File: config.mk
export PLATFORM = sky130hd
export DESIGN_NAME = inst_decode_queue
export DESIGN_NICKNAME = d
export VERILOG_FILES = /design/src/rtl/inst_decode_queue_pkg.sv /design/src/rtl/inst_decode_queue_decode_core.sv /design/src/rtl/inst_decode_queue.sv
export SDC_FILE = /design/constraint.sdc
export NUM_CORES = 1
export LEC_CHECK = 0
export ABC_AREA = 1
export CAP_MARGIN = 40
export CORE_ASPECT_RATIO = 2
export CORE_MARGIN = 4
export CORE_UTILIZATION = 60
export CTS_CLUSTER_SIZE = 10
export DETAILED_ROUTE_END_ITERATION = 8
export GPL_ROUTABILITY_DRIVEN = 0
export PLACE_DENSITY = 0.86
export SLEW_MARGIN = 20
export SYNTH_ARGS = -nofsm -noshare
export SYNTH_HDL_FRONTEND = slang
export SYNTH_SLANG_ARGS = --single-unit
File: constraint.sdc
create_clock -name clk_in -period 5.85 [get_ports clk_in]
set_input_delay 0.8775 -clock clk_in [delete_from_list [all_inputs] [get_ports clk_in]]
set_output_delay 0.8775 -clock clk_in [all_outputs]
set_load 0.02 [all_outputs]
File: src/rtl/inst_decode_queue_pkg.sv
// Shared constants for the instruction buffer: operation codes, opcode and funct values.
// The dispatch and ALU blocks import this same package.
package inst_decode_queue_pkg;

  localparam int INST_TYPE_W = 6;

  // Code 0 is ILLEGAL so an idle (all-zero) output bus never names a real operation
  typedef enum logic [INST_TYPE_W-1:0] {
    ILLEGAL = 6'd0,
    LUI, AUIPC, JAL, JALR,
    BEQ, BNE, BLT, BGE, BLTU, BGEU,
    LB, LH, LW, LBU, LHU,
    SB, SH, SW,
    ADDI, SLTI, SLTIU, XORI, ORI, ANDI, SLLI, SRLI, SRAI,
    ADD, SUB, SLL, SLT, SLTU, XOR, SRL, SRA, OR, AND
  } inst_type_e;

  localparam logic [6:0] OPC_LUI    = 7'h37;
  localparam logic [6:0] OPC_AUIPC  = 7'h17;
  localparam logic [6:0] OPC_JAL    = 7'h6F;
  localparam logic [6:0] OPC_JALR   = 7'h67;
  localparam logic [6:0] OPC_BRANCH = 7'h63;
  localparam logic [6:0] OPC_LOAD   = 7'h03;
  localparam logic [6:0] OPC_STORE  = 7'h23;
  localparam logic [6:0] OPC_OPIMM  = 7'h13;
  localparam logic [6:0] OPC_OP     = 7'h33;

  localparam logic [6:0] F7_BASE = 7'h00;
  localparam logic [6:0] F7_ALT  = 7'h20;

endpackage

File: src/rtl/inst_decode_queue_decode_core.sv
// Combinational RV32I decoder: raw word to operation code, register fields,
// sign-extended immediate, register-use flags and illegal flag.
module rv32i_decode_core
  import inst_decode_queue_pkg::*;
#(
  parameter int XLEN      = 32,
  parameter int REG_IDX_W = 5
) (
  input  logic [31:0]          inst,
  output inst_type_e           itype,
  output logic [REG_IDX_W-1:0] rd,
  output logic [REG_IDX_W-1:0] rs1,
  output logic [REG_IDX_W-1:0] rs2,
  output logic [XLEN-1:0]      imm,
  output logic                 wr_rd,
  output logic                 use_rs1,
  output logic                 use_rs2,
  output logic                 illegal
);

  logic [6:0] opc, f7;
  logic [2:0] f3;
  logic [XLEN-1:0] imm_i, imm_s, imm_b, imm_j, imm_u, imm_sh;
  inst_type_e t;
  logic w, u1, u2;

  assign opc = inst[6:0];
  assign f3  = inst[14:12];
  assign f7  = inst[31:25];
  assign rd  = REG_IDX_W'(inst[11:7]);
  assign rs1 = REG_IDX_W'(inst[19:15]);
  assign rs2 = REG_IDX_W'(inst[24:20]);

  assign imm_i  = {{(XLEN-12){inst[31]}}, inst[31:20]};
  assign imm_s  = {{(XLEN-12){inst[31]}}, inst[31:25], inst[11:7]};
  assign imm_b  = {{(XLEN-13){inst[31]}}, inst[31], inst[7], inst[30:25], inst[11:8], 1'b0};
  assign imm_j  = {{(XLEN-21){inst[31]}}, inst[31], inst[19:12], inst[20], inst[30:21], 1'b0};
  assign imm_u  = XLEN'({inst[31:12], 12'b0});
  assign imm_sh = XLEN'(inst[24:20]);

  // Opcode bits [1:0] are part of every constant, so a non-32-bit word never matches
  always_comb begin
    t   = ILLEGAL;
    imm = '0;
    w   = 1'b0;
    u1  = 1'b0;
    u2  = 1'b0;
    unique case (opc)
      OPC_LUI:   begin t = LUI;   imm = imm_u; w = 1'b1; end
      OPC_AUIPC: begin t = AUIPC; imm = imm_u; w = 1'b1; end
      OPC_JAL:   begin t = JAL;   imm = imm_j; w = 1'b1; end
      OPC_JALR:  begin t = JALR;  imm = imm_i; w = 1'b1; u1 = 1'b1; end
      OPC_BRANCH: begin
        imm = imm_b; u1 = 1'b1; u2 = 1'b1;
        case (f3)
          3'd0: t = BEQ;  3'd1: t = BNE;
          3'd4: t = BLT;  3'd5: t = BGE;
          3'd6: t = BLTU; 3'd7: t = BGEU;
          default: t = ILLEGAL;
        endcase
      end
      OPC_LOAD: begin
        imm = imm_i; w = 1'b1; u1 = 1'b1;
        case (f3)
          3'd0: t = LB;  3'd1: t = LH; 3'd2: t = LW;
          3'd4: t = LBU; 3'd5: t = LHU;
          default: t = ILLEGAL;
        endcase
      end
      OPC_STORE: begin
        imm = imm_s; u1 = 1'b1; u2 = 1'b1;
        case (f3)
          3'd0: t = SB; 3'd1: t = SH; 3'd2: t = SW;
          default: t = ILLEGAL;
        endcase
      end
      OPC_OPIMM: begin
        imm = imm_i; w = 1'b1; u1 = 1'b1;
        case (f3)
          3'd0: t = ADDI;  3'd2: t = SLTI;
          3'd3: t = SLTIU; 3'd4: t = XORI;
          3'd6: t = ORI;   3'd7: t = ANDI;
          3'd1: begin t = SLLI; imm = imm_sh; end
          default: begin t = inst[30] ? SRAI : SRLI; imm = imm_sh; end
        endcase
      end
      OPC_OP: begin
        w = 1'b1; u1 = 1'b1; u2 = 1'b1;
        if (f7 == F7_BASE) begin
          case (f3)
            3'd0: t = ADD; 3'd1: t = SLL; 3'd2: t = SLT;  3'd3: t = SLTU;
            3'd4: t = XOR; 3'd5: t = SRL; 3'd6: t = OR;   default: t = AND;
          endcase
        end else if (f7 == F7_ALT && f3 == 3'd0) begin
          t = SUB;
        end else if (f7 == F7_ALT && f3 == 3'd5) begin
          t = SRA;
        end else begin
          t = ILLEGAL;
        end
      end
      default: t = ILLEGAL;
    endcase
  end

  assign itype   = t;
  assign illegal = (t == ILLEGAL);
  assign wr_rd   = w & ~illegal & (inst[11:7] != 5'd0);
  assign use_rs1 = u1 & ~illegal;
  assign use_rs2 = u2 & ~illegal;

endmodule

File: src/rtl/inst_decode_queue.sv
// Fetch-to-dispatch instruction buffer: decodes on enqueue and holds decoded entries
// in a DEPTH-entry circular FIFO with valid/ready handshakes on both sides.
module inst_decode_queue
  import inst_decode_queue_pkg::*;
#(
  parameter int XLEN      = 32,
  parameter int DEPTH     = 8,
  parameter int REG_IDX_W = 5
) (
  input  logic                   clk_in,
  input  logic                   rst_n_in,
  input  logic                   flush_in,
  input  logic                   in_valid,
  output logic                   in_ready,
  input  logic [31:0]            in_inst,
  input  logic [XLEN-1:0]        in_pc,
  input  logic                   in_pred_taken,
  output logic                   out_valid,
  input  logic                   out_ready,
  output logic [INST_TYPE_W-1:0] out_type,
  output logic [REG_IDX_W-1:0]   out_rd,
  output logic [REG_IDX_W-1:0]   out_rs1,
  output logic [REG_IDX_W-1:0]   out_rs2,
  output logic [XLEN-1:0]        out_imm,
  output logic                   out_wr_rd,
  output logic                   out_use_rs1,
  output logic                   out_use_rs2,
  output logic                   out_illegal,
  output logic [XLEN-1:0]        out_pc,
  output logic                   out_pred
);

  localparam int PW = $clog2(DEPTH);
  localparam int CW = $clog2(DEPTH + 1);

  logic [PW-1:0] head, tail;
  logic [CW-1:0] count;
  logic push, pop;

  inst_type_e           d_type;
  logic [REG_IDX_W-1:0] d_rd, d_rs1, d_rs2;
  logic [XLEN-1:0]      d_imm;
  logic                 d_wr, d_u1, d_u2, d_ill;

  inst_type_e           q_type  [DEPTH];
  logic [REG_IDX_W-1:0] q_rd    [DEPTH];
  logic [REG_IDX_W-1:0] q_rs1   [DEPTH];
  logic [REG_IDX_W-1:0] q_rs2   [DEPTH];
  logic [XLEN-1:0]      q_imm   [DEPTH];
  logic [3:0]           q_flags [DEPTH];
  logic [XLEN-1:0]      q_pc    [DEPTH];
  logic                 q_pred  [DEPTH];

  rv32i_decode_core #(.XLEN(XLEN), .REG_IDX_W(REG_IDX_W)) u_decode (
    .inst    (in_inst),
    .itype   (d_type),
    .rd      (d_rd),
    .rs1     (d_rs1),
    .rs2     (d_rs2),
    .imm     (d_imm),
    .wr_rd   (d_wr),
    .use_rs1 (d_u1),
    .use_rs2 (d_u2),
    .illegal (d_ill)
  );

  assign in_ready  = (count != CW'(DEPTH));
  assign out_valid = (count != '0);
  assign push      = in_valid & in_ready;
  assign pop       = out_valid & out_ready;

  always_ff @(posedge clk_in or negedge rst_n_in) begin
    if (!rst_n_in) begin
      head  <= '0;
      tail  <= '0;
      count <= '0;
    end else if (flush_in) begin
      head  <= '0;
      tail  <= '0;
      count <= '0;
    end else begin
      if (push) tail <= tail + PW'(1);
      if (pop)  head <= head + PW'(1);
      case ({push, pop})
        2'b10:   count <= count + CW'(1);
        2'b01:   count <= count - CW'(1);
        default: count <= count;
      endcase
    end
  end

  // Entry storage needs no reset: out_valid masks whatever it holds
  always_ff @(posedge clk_in) begin
    if (push && !flush_in) begin
      q_type[tail]  <= d_type;
      q_rd[tail]    <= d_rd;
      q_rs1[tail]   <= d_rs1;
      q_rs2[tail]   <= d_rs2;
      q_imm[tail]   <= d_imm;
      q_flags[tail] <= {d_wr, d_u1, d_u2, d_ill};
      q_pc[tail]    <= in_pc;
      q_pred[tail]  <= in_pred_taken;
    end
  end

  assign out_type    = out_valid ? q_type[head]     : '0;
  assign out_rd      = out_valid ? q_rd[head]       : '0;
  assign out_rs1     = out_valid ? q_rs1[head]      : '0;
  assign out_rs2     = out_valid ? q_rs2[head]      : '0;
  assign out_imm     = out_valid ? q_imm[head]      : '0;
  assign out_wr_rd   = out_valid & q_flags[head][3];
  assign out_use_rs1 = out_valid & q_flags[head][2];
  assign out_use_rs2 = out_valid & q_flags[head][1];
  assign out_illegal = out_valid & q_flags[head][0];
  assign out_pc      = out_valid ? q_pc[head]       : '0;
  assign out_pred    = out_valid & q_pred[head];

endmodule

# After elaboration in Yosys (flattened, before gate mapping)
# Memories as Yosys holds them, arrays and structs flattened.
# Cells that the tools add are included.
[word_totals]
ff_bits = 10
ramBits = 720
in_bits = 70
output_inout_bits = 92
wordCells = 94
memories = 8
[classes]
n_addsub = 4
n_eq_ne = 20
mux = 29
bitwise_logic = 12
reduce_logical = 18
[mem_list]
columns = ["memory", "words", "word_bits", "read_ports", "rd_clocked_by_memory_dff", "wr", "line_no", "text"]
rows = [
  ["q_imm", 8, 32, 1, 0, 1, "inst_decode_queue.sv:49", "logic [XLEN-1:0] q_imm [DEPTH];"],
  ["q_pc", 8, 32, 1, 0, 1, "inst_decode_queue.sv:51", "logic [XLEN-1:0] q_pc [DEPTH];"],
  ["q_type", 8, 6, 1, 0, 1, "inst_decode_queue.sv:45", "inst_type_e q_type [DEPTH];"],
  ["q_rd", 8, 5, 1, 0, 1, "inst_decode_queue.sv:46", "logic [REG_IDX_W-1:0] q_rd [DEPTH];"],
  ["q_rs1", 8, 5, 1, 0, 1, "inst_decode_queue.sv:47", "logic [REG_IDX_W-1:0] q_rs1 [DEPTH];"],
  ["q_rs2", 8, 5, 1, 0, 1, "inst_decode_queue.sv:48", "logic [REG_IDX_W-1:0] q_rs2 [DEPTH];"],
  ["2 more memories", "n/a", "n/a", "n/a", "n/a", "n/a", "n/a", ""],
]
[op_table]
columns = ["op", "n"]
rows = [
  ["one-hot mux 32 bit (6 select lines)", 1],
  ["2-to-1 mux 32 bit", 3],
  ["one-hot mux 6 bit (7 select lines)", 2],
  ["one-hot mux 6 bit (9 select lines)", 1],
  ["== test 7 x 6 -> 1 bit, second input constant", 4],
  ["2-to-1 mux 6 bit", 4],
  ["one-hot mux 4 bit (6 select lines)", 1],
  ["== test 7 bit, second input constant", 3],
  ["one-hot mux 4 bit (5 select lines)", 1],
  ["2-to-1 mux 5 bit", 3],
  ["one-hot mux 5 bit (3 select lines)", 1],
  ["== test 7 x 5 -> 1 bit, second input constant", 2],
  ["== test 3 bit, second input constant", 4],
  ["2-to-1 mux 3 bit", 4],
  ["OR reduction 6 bit", 2],
  ["bitwise AND 1 bit", 11],
  ["one-hot mux 4 bit (2 select lines)", 1],
  ["== test 7 x 2 -> 1 bit, second input constant", 1],
  ["logical NOT 7 bit", 1],
  ["OR reduction 7 bit", 1],
  ["adder 3 x 1 -> 3 bit, second input constant", 2],
  ["== test 3 x 2 -> 1 bit, second input constant", 2],
  ["logical NOT 6 bit", 1],
  ["2-to-1 mux 1 bit", 6],
  ["17 further kinds", 21],
]

# Logic depth before layout (Yosys ltp)
# Gate-level depths: netlist of run 1.
[depth]
word_depth = 10
ltp_mapped = 13
depth_no_buf = 13

# Hierarchy
# Synthesis of run 1 repeated with hierarchy kept, for this count alone.
[unflattened]
cells_unflattened = 2378
area_unflattened_um2 = 30138.9
[modules_own_cells]
columns = ["module", "instances", "cells_each", "area_per_inst_um2"]
rows = [
  ["inst_decode_queue", 1, 2136, 29000.3],
  ["rv32i_decode_core", 1, 242, 1138.6],
]

# Worst setup path before layout of run 1
# No wires, ideal clock.
[synth_timing]
kind = "input to register"
startpoint = "input port in_valid"
endpoint = "memory q_flags[0][0] (enable)"
setup_ns = 0.539
arrival_time_ns = 4.992
t_required_ns = 5.311
path_slack_ns = 0.319
cell_stages = 4
path_buffers = 0
cell_sequence = "nand2_1 > nor2_1 > nand2_1 > nor2_1"
[synth_via]
elab_chain_len = 4
[synth_rtl]
columns = ["item", "line_no", "text"]
rows = [
  ["from (decl)", "inst_decode_queue.sv:13", "input logic in_valid,"],
  ["bitwise AND 1 bit", "inst_decode_queue.sv:69", "assign push = in_valid & in_ready;"],
  ["logical AND 1 bit", "inst_decode_queue.sv:94", "if (push && !flush_in) begin"],
  ["2-to-1 mux 1 bit", "inst_decode_queue.sv:94", ""],
  ["2-to-1 mux 1 bit (implied by the code)", "inst_decode_queue.sv:100", "q_flags[tail] <= {d_wr, d_u1, d_u2, d_ill};"],
  ["to (decl)", "inst_decode_queue.sv:50", "logic [3:0] q_flags [DEPTH];"],
]
# No other way between the ends.

# Worst setup path after layout of run 1
[layout_timing]
startpoint = "register head[0]"
endpoint = "output port out_type[5]"
[layout_via]
elab_chain_len = 2
[layout_rtl]
columns = ["item", "line_no", "text"]
rows = [
  ["from (decl)", "inst_decode_queue.sv:36", "logic [PW-1:0] head, tail;"],
  ["from (signal assigned)", "inst_decode_queue.sv:83", "if (pop) head <= head + PW'(1);"],
  ["memory (8 x 6 bit)", "n/a", ""],
  ["2-to-1 mux 6 bit", "inst_decode_queue.sv:106", "assign out_type = out_valid ? q_type[head] : '0;"],
  ["to (decl)", "inst_decode_queue.sv:20", "output logic [INST_TYPE_W-1:0] out_type,"],
]
# No other way between the ends.

==> results of run 1 <==
-- final timing paths --
| path | startpoint | slack [ps] | to | cells past startpoint |
|---|---|---|---|---|
| setup / recovery | head[0] | 1170 | out_type[5] | 6 |
| hold / removal | count[0] | 580 | count[0] | 1 |
| setup reg to reg | count[0] | 2700 | count[3] | 13 |
| hold reg to reg | count[0] | 580 | count[0] | 1 |
| max in group asynchronous | rst_n_in | 4860 | head[1] | 1 |
| min in group asynchronous | rst_n_in | 610 | count[2] | 1 |
-- worst max-delay path, stage by stage (launching register included) --
cell and delay, ps:
dfrtp_4 470, buf_12 490, o21ai_0 300, o22ai_1 270, o21ai_0 140, a31oi_1 410, clkdlybuf4s50_1 700
-- per-layer routing --
layer	routed length, um	track usage [%]
met1	25600	33.3
met2	37800	47.1
met3	5880	4.01
met4	2800	11.8
met5	18	0
-- cell type report --
type | count | share of cell area, %
sequential | 730 | 64.6
multi-input combinational | 1407 | 19.6
timing repair buffer | 216 | 6.45
clock buffer | 90 | 6.21
tap | 638 | 2.36
inverter | 52 | 0.635
clock inverter | 6 | 0.199
antenna | 1 | 0.00739
-- state kept, by name, summed over array words and instances (netlist names), 4 cells and up --
| register | count |
|---|---|
| q_pc | 256 |
| q_imm | 256 |
| q_type | 48 |
| q_rd | 40 |
| q_pred | 8 |
| count | 4 |
| q_rs1 | 40 |
| q_rs2 | 40 |
| q_flags | 32 |
-- cells by family (layout without fill, tap and decap cells) --
family | after synthesis | count (layout) | synth area share, %
buf+inv | 206 | 364 | 3.40
xor+xnor | 3 | 3 | 0.0893
fa+ha+maj | 5 | 5 | 0.238
simple gates | 722 | 722 | 9.60
other cells | 0 | 1 | 0
compound gates | 677 | 677 | 12.4
flops | 730 | 730 | 74.3
-- metrics by stage --
stage	hold WS, ps	area, um^2	std cells	util, %
final	576	33900	3140	69.9
after global routing	626	33900	3140	69.9
after CTS	581	33800	3129	69.6
after detailed placement	575	31600	3033	65.2
after global placement	542	31400	3023	64.8
after floorplan	501	29400	2343	-
-- report_power, final --
part / switching (uW) / internal, uW
clock network: 1830 / 2520
logic: 3820 / 2050
registers: 79.1 / 5890
total: 5720 / 10500
-- layout by cell type (no fill, tap or decap), drive strengths merged, types with 42 or more instances in the layout --
cell type | synthesis | layout
a31oi | 90 | 90
buf | 64 | 54
clkbuf | 90 | 91
clkdlybuf4s50 | 0 | 161
edfxtp | 720 | 720
inv | 51 | 56
nand2 | 81 | 81
nand3 | 42 | 42
nor2 | 595 | 595
o21ai | 479 | 479
o22ai | 95 | 95
==> metrics.cfg, run 1 <==
[run_status]
outcome = finished clean

[synthesis]
synth.distinct_cells = 35
synth.yosys.seq_area_share_pct = 74.3
netlist_area_um2 = 29400
synth_edf_count = 720
ys_warn_count = 0
ys.flop_type = edfxtp_1
synth_top_cell_area_share_pct = 73.5
synth_nets = 2418
synth.top_cells.by_count = edfxtp_1, nor2_1, o21ai_0, o22ai_1, a31oi_1
synthArstFlopShare_pct = 1.37
ys_top_cells_by_area = edfxtp_1, o21ai_0, nor2_1, o22ai_1, a31oi_1
synth_top_area_cell = edfxtp_1
synth.most_common_cell = edfxtp_1
ys_ff_latch = 730
synthCells = 2343
avgSynthCellArea_um2 = 12.6

[sta]
period_needed_ps = 4680
finalSetupViolations = 0
finalSetupTns_ps = 0
relSlewSlack_pct = 15.3
rsz0062_at_grt = no
max_freq_mhz = 214
timing.final.crit_share_pct = 80.1
fin_skew_ps = 17.0
hold_violations = 0
worst_slack_ps = 1170
worstMarginPinSlew_ps = 1270
drv_slew = 0

[global_routing]
overflow = 0
grt_antenna_before_repair = 3
grt_start_max_net_pins = 232
grt_usage_pct = 27.0
grt_pass1_vias = 19700
grt_pass1_wl_um = 110000

[cts]
cts.htree.levels = 3
clkSinkCount = 730
ctsResizeCount = 0
cts_root_buffer = clkbuf_16
cts_tree = done
clk_pin_slew_worst_paths_ps = 50
clockBufferDepth = 3
clock_latency_ps = 610
cts_buffers = 82
cts_setup_buffers = 0
cts.hold.buffers_added = 0

[routing]
viasPerCell = 6.32
drt_iter0_drc = 2618
wire_per_inst_um = 23.0
drt-total-wl_um = 72100
ant_nets = 0
vias = 19900
dr.pass1.iters = 7
drc_errors = 0

[floorplanning]
core_area_um2 = 48500
row_count = 114
die_w_um = 165
io_pins = 162
start_util_pct = 60.7
dieArea_um2 = 52900
die_h_um = 321

[job]
maxCapViolations = 0

[final_layout]
area_growth_pct = 15.1
regArea_um2 = 21900
fillers = 3056
multi_input_area_um2 = 6630
drive_gt1_share_pct = 7.12
final_net_count = 2564

[critical_path]
crit_required_ps = 4970
end_kind = primary output
path_max_fanout = 231
path_class = reg2out
start_kind = flop
cp.arrival_ps = 3810

[placement]
dpl.hpwl_um = 40400
dp_slack_ps = 1770
io_buffers = 161

[power]
p_total_uw = 16200
powerDensity_nw_per_um2 = 478
max-vdd-ir-drop_mv = 0.479
leakage_uw = 0.0114

[worst_hold_path]
worstHoldPathType = reg2reg

Note: power is estimated with default switching activity, not from simulation.
==> run 2, diff against run 1 <==
--- a/config.mk
+++ b/config.mk
@@ -9,11 +9,11 @@
 export CAP_MARGIN = 40
 export CORE_ASPECT_RATIO = 2
 export CORE_MARGIN = 4
-export CORE_UTILIZATION = 60
+export CORE_UTILIZATION = 54
 export CTS_CLUSTER_SIZE = 10
 export DETAILED_ROUTE_END_ITERATION = 8
 export GPL_ROUTABILITY_DRIVEN = 0
-export PLACE_DENSITY = 0.86
+export PLACE_DENSITY = 0.82
 export SLEW_MARGIN = 20
 export SYNTH_ARGS = -nofsm -noshare
 export SYNTH_HDL_FRONTEND = slang
==> constraint.sdc (replaced) <==
create_clock -name clk_in -period 3.9 [get_ports clk_in]
set_input_delay 0.585 -clock clk_in [delete_from_list [all_inputs] [get_ports clk_in]]
set_output_delay 0.585 -clock clk_in [all_outputs]
set_load 0.02 [all_outputs]
==> run 2 against run 1 <==
  * Core utilization shrank 6.5 points
  * Largest cell class unchanged
  * Sequential power grew 51%
  * Largest power group is now combinational cells
  * Cell area rose by 0.51%
  * Critical endpoint is now out_rd[2]
==> metrics.cfg, run 2 (same netlist as run 1, synthesis figures left out) <==
[final_layout]
fillers = 3744  ; +23%
n_antenna_cell = 0  ; -1
regArea_um2 = 21900  ; unchanged
area_growth_pct = 15.7
final_cell_mix = edfxtp_1, nor2_1, o21ai_0
multi_input_area_um2 = 6630  ; unchanged
drive_gt1_share_pct = 8.31  ; +1.2 points
final_net_count = 2566  ; +0.078%
final_common_cell = edfxtp_1
final_util_pct = 63.4  ; -6.5 points
top_regs = q_imm x256, q_pc x256, q_type x48

[cts]
cts_root_buffer = clkbuf_16
cts.htree.levels = 3  ; unchanged
clock_latency_ps = 610  ; about the same
cts.hold.buffers_added = 0  ; unchanged
clk_pin_slew_worst_paths_ps = 60  ; about the same
clkSinkCount = 730  ; unchanged
cts_buffers = 82  ; unchanged
cts_tree = done
clockBufferDepth = 3  ; unchanged

[global_routing]
grt_pass1_vias = 19800  ; +0.37%
grt_usage_pct = 24.6  ; -2.4 points
overflow = 0  ; unchanged
grt_pass1_wl_um = 112000  ; +2.2%
grt_antenna_before_repair = 1  ; -2
grt_start_max_net_pins = 110  ; -53%

[worst_hold_path]
worstHoldPathType = in2async

[routing]
ant_nets = 0  ; unchanged
drt-total-wl_um = 75600  ; +4.8%
vias = 20000  ; +1.0%
viasPerCell = 6.32  ; about the same
drt_iter0_drc = 2363  ; -9.7%
drc_errors = 0  ; unchanged
dr.pass1.iters = 6  ; -1
wire_per_inst_um = 23.8  ; +3.7%

[sta]
fin_skew_ps = 20.5  ; +3.47 ps
holdWs_ps = 303  ; -273 ps
finalSetupViolations = 0  ; unchanged
finalSetupTns_ps = 0  ; unchanged
worst_slack_ps = 139  ; -1030 ps
hold_violations = 0  ; unchanged
worstMarginPinSlew_ps = 907  ; -364 ps
rsz0062_at_grt = no
drv_slew = 0  ; unchanged
period_needed_ps = 3760
relSlewSlack_pct = 38.9  ; +24 points
timing.final.crit_share_pct = 96.4
max_freq_mhz = 266

[critical_path]
max_stage_delay_ps = 680  ; -20 ps
cp.arrival_ps = 3180  ; -630 ps
crit_required_ps = 3310  ; -1660 ps
slowest_stage = clkdlybuf4s50_1
path_max_fanout = 66  ; -71%
path_class = reg2out
crit_chain = inv_16, buf_4, o21ai_0, o22ai_1, o21ai_1, a31oi_1, clkdlybuf4s50_1
end_kind = primary output
start_kind = flop

[power]
combPwrFrac_pct = 37.0  ; +0.8 points
p_sw_uw = 8810  ; +54%
clockPowerShare_pct = 26.5  ; -0.4 points
internal_power_uw = 15800  ; +51%
leakage_uw = 0.0115  ; +0.93%
max-vdd-ir-drop_mv = 0.524  ; +9.4%
seqPwrFrac_pct = 36.5  ; -0.4 points
p_sw_share_pct = 35.7  ; +0.36 points
powerDensity_nw_per_um2 = 724  ; +52%

[floorplanning]
die_w_um = 173  ; +5.1%
io_pins = 162  ; unchanged
row_count = 120  ; +5.3%
start_util_pct = 54.7  ; -5.9 points
die_h_um = 338  ; +5.3%
dieArea_um2 = 58500  ; +11%
core_area_um2 = 53800  ; +11%

[placement]
dpl.hpwl_um = 41200  ; +2.0%
dp_slack_ps = 635  ; -1140 ps
io_buffers = 161  ; unchanged

[job]
maxCapViolations = 0  ; unchanged

[run_status]
outcome = finished clean

## run 2: timing repair
item | CTS | global route
cloned | 0 | 2
gates resized for setup | 2 | 4
endpoints found under the setup margin | 1 | 36
setup buffers | 0 | 2
## run 2: path summary, 6_finish.rpt
path	to	slack (ps)	depth (start not counted)	startpoint
setup reg to reg	count[3]	980	13	count[0]
hold reg to reg	tail[0]	600	2	tail[0]
max in group asynchronous	head[0]	3220	1	rst_n_in
setup / recovery	out_rd[2]	140	7	head[0]
hold / removal	tail[1]	300	1	rst_n_in
min in group clk_in	tail[0]	600	2	tail[0]
## run 2: critical path, delay by kind of cell (launching register included)
kind	cells	cell delay, ps
flip-flops	1	610
AO/OA/AOI/OAI	4	630
buffers and inverters	3	1250
## run 2: layout make-up
type / instances / share of cell area [%]
clock buffer: 90 / 6.18
tap: 671 / 2.47
clock inverter: 5 / 0.206
sequential: 730 / 64.2
timing repair buffer: 218 / 6.79
inverter: 52 / 0.650
multi-input combinational: 1407 / 19.5
## run 2: through the flow
stage	cell area, um^2	power [uW]	instances
6_report	34100	24600	3173
5_1_grt	34100	25800	3173
4_1_cts	34000	24600	3169
3_5_place_dp	31800	18000	3074
3_3_place_gp	31800	17700	3074
2_1_floorplan	29400	14500	2343
## run 2: per-layer routing
layer	track usage [%]	wire, um	vias up
met5	0	13	-
met2	44.2	39800	1206
met1	28.2	25800	9810
met3	3.90	6370	213
li1	-	-	8818
met4	13.4	3590	2
## run 2: power by group through the flow
stage,clock [uW],sequential (uW),combinational (uW)
floorplan,0,9060,5450
global placement,0,9150,8590
detailed placement,0,9170,8830
CTS,6610,9020,8920
global route,6960,9000,9830
finish,6530,8990,9120
